[src/rtl/dvi_tmds_pkg.sv]
// Shared TMDS constants and helpers for the DVI encoder: control codes, disparity width, popcount.
package dvi_tmds_pkg;

   localparam logic [9:0] CTRL_00 = 10'b1101010100;
   localparam logic [9:0] CTRL_01 = 10'b0010101011;
   localparam logic [9:0] CTRL_10 = 10'b0101010100;
   localparam logic [9:0] CTRL_11 = 10'b1010101011;

   localparam int CNT_W = 5;

   function automatic logic [3:0] popcount8(input logic [7:0] v);
      logic [3:0] n;
      n = '0;
      for (int i = 0; i < 8; i++) begin
         n = n + {3'b000, v[i]};
      end
      return n;
   endfunction

endpackage

[src/rtl/tmds_channel_encoder.sv]
// One TMDS channel: transition-minimising stage followed by the DC-balancing stage.
// TMDS_OUTPUT_REG_EN adds a ce-gated output register after the balancing stage.
module tmds_channel_encoder
   import dvi_tmds_pkg::*;
(
   input  logic       clk,
   input  logic       rst_n,
   input  logic       ce,
   input  logic       de,
   input  logic [1:0] c,
   input  logic [7:0] d,
   output logic [9:0] sym
);

   function automatic logic [8:0] minimise_transitions(input logic [7:0] din);
      logic [3:0] n1;
      logic       use_xnor;
      logic [8:0] m;
      n1       = popcount8(din);
      use_xnor = (n1 > 4'd4) || ((n1 == 4'd4) && !din[0]);
      m        = '0;
      m[0]     = din[0];
      for (int i = 1; i < 8; i++) begin
         m[i] = use_xnor ? ~(m[i-1] ^ din[i]) : (m[i-1] ^ din[i]);
      end
      m[8] = ~use_xnor;
      return m;
   endfunction

   logic [8:0]              qm_q;
   logic                    de_q;
   logic [1:0]              c_q;
   logic [9:0]              sym_q;
   logic signed [CNT_W-1:0] cnt;

   logic [3:0]              n1q;
   logic signed [CNT_W:0]   diff;
   logic signed [CNT_W:0]   cnt_ext;
   logic signed [CNT_W:0]   two_q8;
   logic signed [CNT_W:0]   two_nq8;
   logic signed [CNT_W:0]   cnt_next;
   logic [9:0]              sym_next;
   logic                    cnt_pos;
   logic                    cnt_neg;
   logic                    diff_pos;
   logic                    diff_neg;

   // diff is n1q - n0q, i.e. 2*n1q - 8; one extra bit keeps the sums exact before truncation
   always_comb begin
      n1q      = popcount8(qm_q[7:0]);
      diff     = $signed({1'b0, n1q, 1'b0}) - 6'sd8;
      cnt_ext  = {cnt[CNT_W-1], cnt};
      two_q8   = qm_q[8] ? 6'sd2 : 6'sd0;
      two_nq8  = qm_q[8] ? 6'sd0 : 6'sd2;
      cnt_pos  = !cnt[CNT_W-1] && (cnt != '0);
      cnt_neg  = cnt[CNT_W-1];
      diff_pos = !diff[CNT_W] && (diff != '0);
      diff_neg = diff[CNT_W];
      sym_next = CTRL_00;
      cnt_next = '0;
      if (!de_q) begin
         case (c_q)
            2'b00:   sym_next = CTRL_00;
            2'b01:   sym_next = CTRL_01;
            2'b10:   sym_next = CTRL_10;
            default: sym_next = CTRL_11;
         endcase
      end else if ((cnt == '0) || (diff == '0)) begin
         sym_next = {~qm_q[8], qm_q[8], qm_q[8] ? qm_q[7:0] : ~qm_q[7:0]};
         cnt_next = qm_q[8] ? (cnt_ext + diff) : (cnt_ext - diff);
      end else if ((cnt_pos && diff_pos) || (cnt_neg && diff_neg)) begin
         sym_next = {1'b1, qm_q[8], ~qm_q[7:0]};
         cnt_next = cnt_ext + two_q8 - diff;
      end else begin
         sym_next = {1'b0, qm_q[8], qm_q[7:0]};
         cnt_next = cnt_ext - two_nq8 + diff;
      end
   end

   always_ff @(posedge clk or negedge rst_n) begin
      if (!rst_n) begin
         qm_q  <= '0;
         de_q  <= 1'b0;
         c_q   <= '0;
         sym_q <= CTRL_00;
         cnt   <= '0;
      end else if (ce) begin
         qm_q  <= minimise_transitions(d);
         de_q  <= de;
         c_q   <= c;
         sym_q <= sym_next;
         cnt   <= cnt_next[CNT_W-1:0];
      end
   end

`ifdef TMDS_OUTPUT_REG_EN
   logic [9:0] sym_out_q;

   always_ff @(posedge clk or negedge rst_n) begin
      if (!rst_n) begin
         sym_out_q <= CTRL_00;
      end else if (ce) begin
         sym_out_q <= sym_q;
      end
   end

   assign sym = sym_out_q;
`else
   assign sym = sym_q;
`endif

endmodule

[src/rtl/dvi_tmds_encoder.sv]
// DVI TMDS encoder front end: three channel encoders plus the output-valid tracker.
// TMDS_OUTPUT_REG_EN adds one output stage (latency 3 instead of 2 ce cycles).
module dvi_tmds_encoder
   import dvi_tmds_pkg::*;
#(
   parameter int w_color = 8
)(
   input  logic               clk,
   input  logic               rst_n,
   input  logic               ce,
   input  logic               de,
   input  logic               hsync,
   input  logic               vsync,
   input  logic [w_color-1:0] red,
   input  logic [w_color-1:0] green,
   input  logic [w_color-1:0] blue,
   output logic [9:0]         tmds_r,
   output logic [9:0]         tmds_g,
   output logic [9:0]         tmds_b,
   output logic               tmds_valid
);

   if (w_color != 8) begin : g_bad_width
      $error("dvi_tmds_encoder: w_color must be 8");
   end

`ifdef TMDS_OUTPUT_REG_EN
   localparam int LATENCY = 3;
`else
   localparam int LATENCY = 2;
`endif

   logic [LATENCY-1:0] valid_sr;

   tmds_channel_encoder u_red (
      .clk   (clk),
      .rst_n (rst_n),
      .ce    (ce),
      .de    (de),
      .c     (2'b00),
      .d     (red),
      .sym   (tmds_r)
   );

   tmds_channel_encoder u_green (
      .clk   (clk),
      .rst_n (rst_n),
      .ce    (ce),
      .de    (de),
      .c     (2'b00),
      .d     (green),
      .sym   (tmds_g)
   );

   tmds_channel_encoder u_blue (
      .clk   (clk),
      .rst_n (rst_n),
      .ce    (ce),
      .de    (de),
      .c     ({vsync, hsync}),
      .d     (blue),
      .sym   (tmds_b)
   );

   // A one fills the shift register once per ce, so valid rises exactly when the first sample emerges
   always_ff @(posedge clk or negedge rst_n) begin
      if (!rst_n) begin
         valid_sr <= '0;
      end else if (ce) begin
         valid_sr <= {valid_sr[LATENCY-2:0], 1'b1};
      end
   end

   assign tmds_valid = valid_sr[LATENCY-1];

endmodule

[config.mk]
export PLATFORM = sky130hd
export DESIGN_NAME = dvi_tmds_encoder
export DESIGN_NICKNAME = d
export VERILOG_FILES = /design/src/rtl/dvi_tmds_pkg.sv /design/src/rtl/tmds_channel_encoder.sv /design/src/rtl/dvi_tmds_encoder.sv
export SDC_FILE = /design/constraint.sdc
export NUM_CORES = 1
export LEC_CHECK = 0
export ABC_AREA = 1
export ABC_CLOCK_PERIOD_IN_PS = 4100
export CORE_AREA = 2 2 88 153
export CTS_CLUSTER_SIZE = 20
export DETAILED_ROUTE_END_ITERATION = 12
export DIE_AREA = 0 0 90 155
export GPL_TIMING_DRIVEN = 0
export HOLD_SLACK_MARGIN = 0.02
export PLACE_DENSITY = 0.77
export SLEW_MARGIN = 20
export SYNTH_ARGS = -nofsm -noshare
export SYNTH_HDL_FRONTEND = slang
export SYNTH_SLANG_ARGS = --single-unit
[constraint.sdc]
create_clock -name clk -period 4.1 [get_ports clk]
set_input_delay 1.23 -clock clk [delete_from_list [all_inputs] [get_ports clk]]
set_output_delay 1.23 -clock clk [all_outputs]
set_load 0.1 [all_outputs]
Yosys cells after proc, flatten, opt, wreduce, memory -nomap -nowiden:

Index checks and enable logic that the tools add are counted.

* bits in latches: 0
* RAM bits: 0
* ROM bits: 0
* register bits: 77
* memories kept: 0
* output and inout bits: 31

* div/mod/pow operators: 0
* add/subtract/negate cells: 63
* $mul: 0
* bitwise gates (word level): 51
* equality and inequality tests: 5
* shift operators: 0
* multiplexer cells: 52
* reduce and logical (&&, ||, !) cells: 46
* magnitude comparators: 3

Operator list (number)
* $add 4x1->4: 36
* $mux 10: 9
* $mux 5: 12
* $add 5x5->5: 6
* $pmux 10 s3: 1
* $sub 5x5->5: 6
* $not 1->1: 27
* $mux 8: 3
* $not 8->8: 3
* $mux 1: 21
* $xor 1x1->1: 21
* $logic_not 6->1: 3
* $reduce_bool 6->1: 3
* $sub 5x4->6 const B: 3
* $add 5x3->5: 3
* $logic_and 1x1->1: 15
* $logic_not 5->1: 3
* $reduce_bool 5->1: 3
* $sub 5x3->5: 3
* $add 1x1->2: 6
* $eq 4x3->1 const B: 3
* $gt 4x3->1 const B: 3
* $mux 2: 6
* $logic_not 1->1: 9
* 4 further kinds: 12

Longest topological paths before layout:

* depth after elaboration: 29
* gate-level depth with buffers: 22

Modules after synthesis:

From an unflattened synthesis, not the netlist that was laid out.

* cells, all modules: 938
* area total of the unflattened synthesis: 7265.7 µm²

By module, submodules not included
* tmds_channel_encoder at u_green: instances 1, cells each 307, area an instance 2407.3 µm²
* tmds_channel_encoder at u_red: instances 1, cells each 312, area an instance 2394.8 µm²
* tmds_channel_encoder at u_blue: instances 1, cells each 311, area an instance 2388.5 µm²
* dvi_tmds_encoder: instances 1, cells each 8, area an instance 75.1 µm²

Worst setup path after synthesis:

No wires, ideal clock.

* path kind: input to register
* from: input port blue[0]
* to: register u_blue.qm_q[6]
* required time: 3.982 ns
* stages: 17
* library setup time: 0.118 ns
* data arrival time: 4.208 ns
* path slack: -0.226 ns
* path through: ha_1 > inv_1 > fa_1 > fa_1 > inv_1 > fa_1 > fa_1 > nor2_1 > nand2_1 > nand2_1 > nand2_1 > inv_1 > nand3_1 > nand3_1 > nand3_1 > nand3_1 > nand2_1

* word-level cells in the longest chain between the ends: 26
* elaborated cells between the ends (all ways): 30
* those cells by class: add/sub (7); order compare (1); eq/ne (1); mux (6); bitwise (12); reduce/logical (3)

RTL lines
* start: declaration: RTL line dvi_tmds_encoder.sv:16 `input logic [w_color-1:0] blue,`
* parallel branches: the longest is 25 deep, another holds $add 4x1->4
* $mux 1 (*): RTL line tmds_channel_encoder.sv:24 `m[i] = use_xnor ? ~(m[i-1] ^ din[i]) : (m[i-1] ^ din[i]);`
* end signal: assignment: RTL line tmds_channel_encoder.sv:88 `qm_q <= minimise_transitions(d);`
* end: declaration: RTL line tmds_channel_encoder.sv:30 `logic [8:0] qm_q;`

Mark *: on every way between the ends.
A chain may end at the register's enable or synchronous reset.

Final worst setup path:

* from: register u_blue.qm_q[0]
* to: register u_blue.cnt[4]

* word-level cells in the longest chain between the ends: 15
* elaborated cells between the ends (all ways): 24
* those cells by class: add/sub (12); mux (4); reduce/logical (8)

RTL lines
* $add 1x1->2 (*): RTL line dvi_tmds_pkg.sv:15 `n = n + {3'b000, v[i]};`
* $add 4x1->4 (*) (6 in series): RTL line dvi_tmds_pkg.sv:15
* $sub 5x4->6 (*): RTL line tmds_channel_encoder.sv:51 `diff = $signed({1'b0, n1q, 1'b0}) - 6'sd8;`
* parallel branches: the longest is 5 deep, another holds $add 5x5->5
* $mux 5 (*): RTL line tmds_channel_encoder.sv:68 `end else if ((cnt == '0) || (diff == '0)) begin`
* $mux 5 (*): RTL line tmds_channel_encoder.sv:61 `if (!de_q) begin`
* end signal: assignment: RTL line tmds_channel_encoder.sv:92 `cnt <= cnt_next[CNT_W-1:0];`
* end: declaration: RTL line tmds_channel_encoder.sv:34 `logic signed [CNT_W-1:0] cnt;`

Marks and branches as above.

==> results <==
stage by stage:
step | util | worst slack, ns | area, um^2 | hold WS, ns
floorplan | - | -0.0481 | 6800 | 0.437
global placement | 0.595 | -0.856 | 7610 | 0.452
detailed placement | 0.596 | -0.826 | 7630 | 0.453
CTS | 0.663 | -0.173 | 8490 | 0.471
global route | 0.701 | -0.449 | 8970 | 0.492
finish | 0.701 | -0.353 | 8970 | 0.467
state kept, by name, summed over array words and instances, names as in the netlist, 4 cells and up:
name	count
u_green.qm_q	9
u_blue.cnt	4
u_green.sym	10
u_green.cnt	4
u_blue.sym	10
u_red.sym	10
u_red.cnt	4
u_blue.qm_q	9
u_red.qm_q	9
layer usage:
layer | part of all wire | GRT usage
met4 | 0.049 | 0.134
met1 | 0.35 | 0.272
met3 | 0.043 | 0.0368
met2 | 0.56 | 0.515
met5 | 0 | 0
final timing paths:
path,endpoint,slack [ns],depth (start not counted)
worst max-delay path,u_blue.cnt[4],-0.35,20
worst min-delay path,valid_sr[0],0.47,1
worst max register to register,u_blue.cnt[4],-0.35,20
worst min register to register,valid_sr[0],0.47,1
max in group asynchronous,u_blue.sym[8],2.61,2
min in group asynchronous,u_green.cnt[4],0.84,1
Yosys cell counts, types with 5 or more instances:
cell,number,area (um^2)
sky130_fd_sc_hd__ha_1,67,838
sky130_fd_sc_hd__nand3_1,76,380
sky130_fd_sc_hd__dfrtp_1,59,1480
sky130_fd_sc_hd__o21ai_1,16,80.1
sky130_fd_sc_hd__a21oi_1,23,115
sky130_fd_sc_hd__xnor2_1,16,140
sky130_fd_sc_hd__nand2_1,190,713
sky130_fd_sc_hd__o21ai_0,65,325
sky130_fd_sc_hd__nand3b_1,5,37.5
sky130_fd_sc_hd__clkbuf_1,7,26.3
sky130_fd_sc_hd__a21o_1,8,60.1
sky130_fd_sc_hd__inv_2,12,45.0
sky130_fd_sc_hd__o22ai_1,7,43.8
sky130_fd_sc_hd__xor2_1,19,166
sky130_fd_sc_hd__fa_1,39,781
sky130_fd_sc_hd__dfstp_2,15,394
sky130_fd_sc_hd__inv_1,158,593
sky130_fd_sc_hd__nor2_1,35,131
cell families (layout without fill, tap and decap cells):
group	Yosys count	count (layout)	synth area share
AND/OR/NAND/NOR	319	320	0.206
flip-flops	74	74	0.280
adder cells (fa/ha/maj)	106	106	0.242
AO/OA/AOI/OAI	131	131	0.115
buffers and inverters	189	325	0.111
XOR/XNOR	35	35	0.0459
critical path: stages, from the launching register on:
cell and delay (ns):
sky130_fd_sc_hd__dfrtp_1 0.42, sky130_fd_sc_hd__ha_4 0.28, sky130_fd_sc_hd__inv_2 0.04, sky130_fd_sc_hd__fa_1 0.55
sky130_fd_sc_hd__fa_1 0.46, sky130_fd_sc_hd__fa_2 0.39, sky130_fd_sc_hd__fa_2 0.48, sky130_fd_sc_hd__ha_1 0.25
sky130_fd_sc_hd__nor2_1 0.15, sky130_fd_sc_hd__xor2_1 0.16, sky130_fd_sc_hd__inv_1 0.08, sky130_fd_sc_hd__ha_1 0.34
sky130_fd_sc_hd__nand2_1 0.09, sky130_fd_sc_hd__nand2_2 0.08, sky130_fd_sc_hd__inv_1 0.04, sky130_fd_sc_hd__nand2_1 0.09
sky130_fd_sc_hd__nand2_1 0.07, sky130_fd_sc_hd__nand2_1 0.08, sky130_fd_sc_hd__nand3_2 0.10, sky130_fd_sc_hd__nand3_2 0.10
sky130_fd_sc_hd__nand2_2 0.06
timing repair:
action | 4_1_cts | 5_1_grt
cloned | 0 | 4
endpoints found under the hold margin | 0 | 0
pin swaps | 89 | 64
setup buffers | 37 | 20
resized for setup | 112 | 86
hold buffers | 0 | 0
setup endpoints to repair | 56 | 52
cell type report:
| class | count | area, um^2 | share of cell area |
|---|---|---|---|
| multi-input combinational | 592 | 4690 | 0.523 |
| sequential | 74 | 1870 | 0.208 |
| timing repair buffer | 119 | 1120 | 0.124 |
| inverter | 172 | 663 | 0.0739 |
| clock buffer | 12 | 246 | 0.0275 |
| tap | 171 | 214 | 0.0238 |
| buffer | 17 | 91.3 | 0.0102 |
| clock inverter | 4 | 76.3 | 0.00850 |
| timing repair inverter | 1 | 5.00 | 0.000558 |
==> run summary <==
From synthesis to final layout, the design area changed by 34.4%. The library cells used most frequently in the layout, excluding fill and tap cells, are sky130_fd_sc_hd__nand2_1, sky130_fd_sc_hd__inv_1, sky130_fd_sc_hd__dfrtp_1. The starting utilization of the core area is 0.522. The run finished, with violations left. Across every metal layer, demand over resource in global routing totals 0.265. Based on the critical path, the design can be clocked at up to 225 MHz. The CTS tree is yes. The worst setup path is of the register to register kind. The total via count in the routed design is 6361.

The number of synthesized flops with an enable pin is 0. The CTS sink count came out at 74. The first-pass detailed-route iteration total came out at 5. The startpoint identified for the worst hold timing path is valid_sr[0].

The final period demand of the worst path is 4.45 ns. The routed length per placed instance came out at 16.7 um. The pin count of the biggest net entering global routing came out at 41. In this run the remaining antenna-violating nets after routing total 0.

The setup-violating endpoint count in the final report came out at 7. The startpoint identified for the worst register-to-register timing path is u_blue.qm_q[0]. The tree is rooted in a sky130_fd_sc_hd__clkbuf_16. After detailed routing, the number of remaining DRC violations is 0. The worst min-delay path class is register to register. The checks that failed: negative setup slack.

The number of nets in the finished design is 1122. The library cell used most frequently in the layout, excluding fill and tap cells, is sky130_fd_sc_hd__nand2_1. The fraction of the cycle the final worst path needs is 1.09. The core region area is 12800 um^2. After the first detailed-routing iteration, the DRC count stood at 342. The fraction of final layout cells sized beyond drive strength 1 came out at 0.271. The final hold violation count came out at 0. The gate count after technology mapping is 854. The clock buffer count from CTS came out at 9. 61 I/O pins were placed. The highest net fanout along the worst path came out at 3.

For this block, the routed nets add up to 19400 um of wire. The HPWL after detailed placement is 12800 um. The arrival time at the worst endpoint came out at 4.67 ns. The startpoint of the most critical setup path is u_blue.qm_q[0]. The sequential cell area fraction in the yosys report came out at 0.280.

The H-tree depth is 3. The count of pins over their slew limit is 0. The tool flagged a number of max-cap violations equal to 0. The post-synthesis register bit count is 74. The wire length of the first global-routing pass came out at 29600 um. Once routing completed, OpenROAD measured the worst setup slack at -0.353 ns. The number of port buffers came out at 60.

Routability-driven placement finished with a final weighted congestion of 0.905. The count of warnings emitted by yosys came out at 0. The number of fill cells in the layout came out at 954. When the netlist entered floorplanning its net count stood at 990. The tightest slew margin relative to the limit came out at 0.343. The number of cells in the design after placement is 1086. Clock-pin slew was measured on the worst setup and hold paths at 0.06 ns. Setup repair after global routing could not meet its margin everywhere. Measured along the x axis, the die boundary spans 90 um. For the pin with the worst max-slew slack, the measured transition is 0.982 ns. STA classifies the critical path endpoint as a register. The latest clock arrival within the worst-skew pair is 0.34 ns. In the synthesized netlist the dominant register cell turns out to be sky130_fd_sc_hd__dfrtp_1. The via count of the first global-routing pass is 6361. The count of placed standard cells in the final layout, fillers left out came out at 1162. After synthesis the cells add up to 6680 um^2.

The die covers 14000 um^2. The worst endpoint required time is 4.32 ns. The number of vias per cell after detailed routing came out at 5.47. The number of antenna violations at the first check in global routing was 0. The count of unique library cells instantiated by Yosys is 38.

The accumulated negative setup slack is -0.687 ns. The floorplan has 55 rows. The vertical die dimension came out at 155 um. Between clock sinks in the finished design, the worst skew comes to 0.00822 ns.

The remaining global-route overflow came out at 0. The antenna diode instance count came out at 0. The share of flip-flops with an asynchronous set or reset after synthesis came out at 1.00. The worst setup path is launched from a register.

The clock passes through at most 2 buffers. The mean cell area of the mapped netlist came out at 7.82 um^2.
Power of run 1 is not shown: default switching activity piles up to over one toggle a cycle in this logic, so the estimate is an artifact.
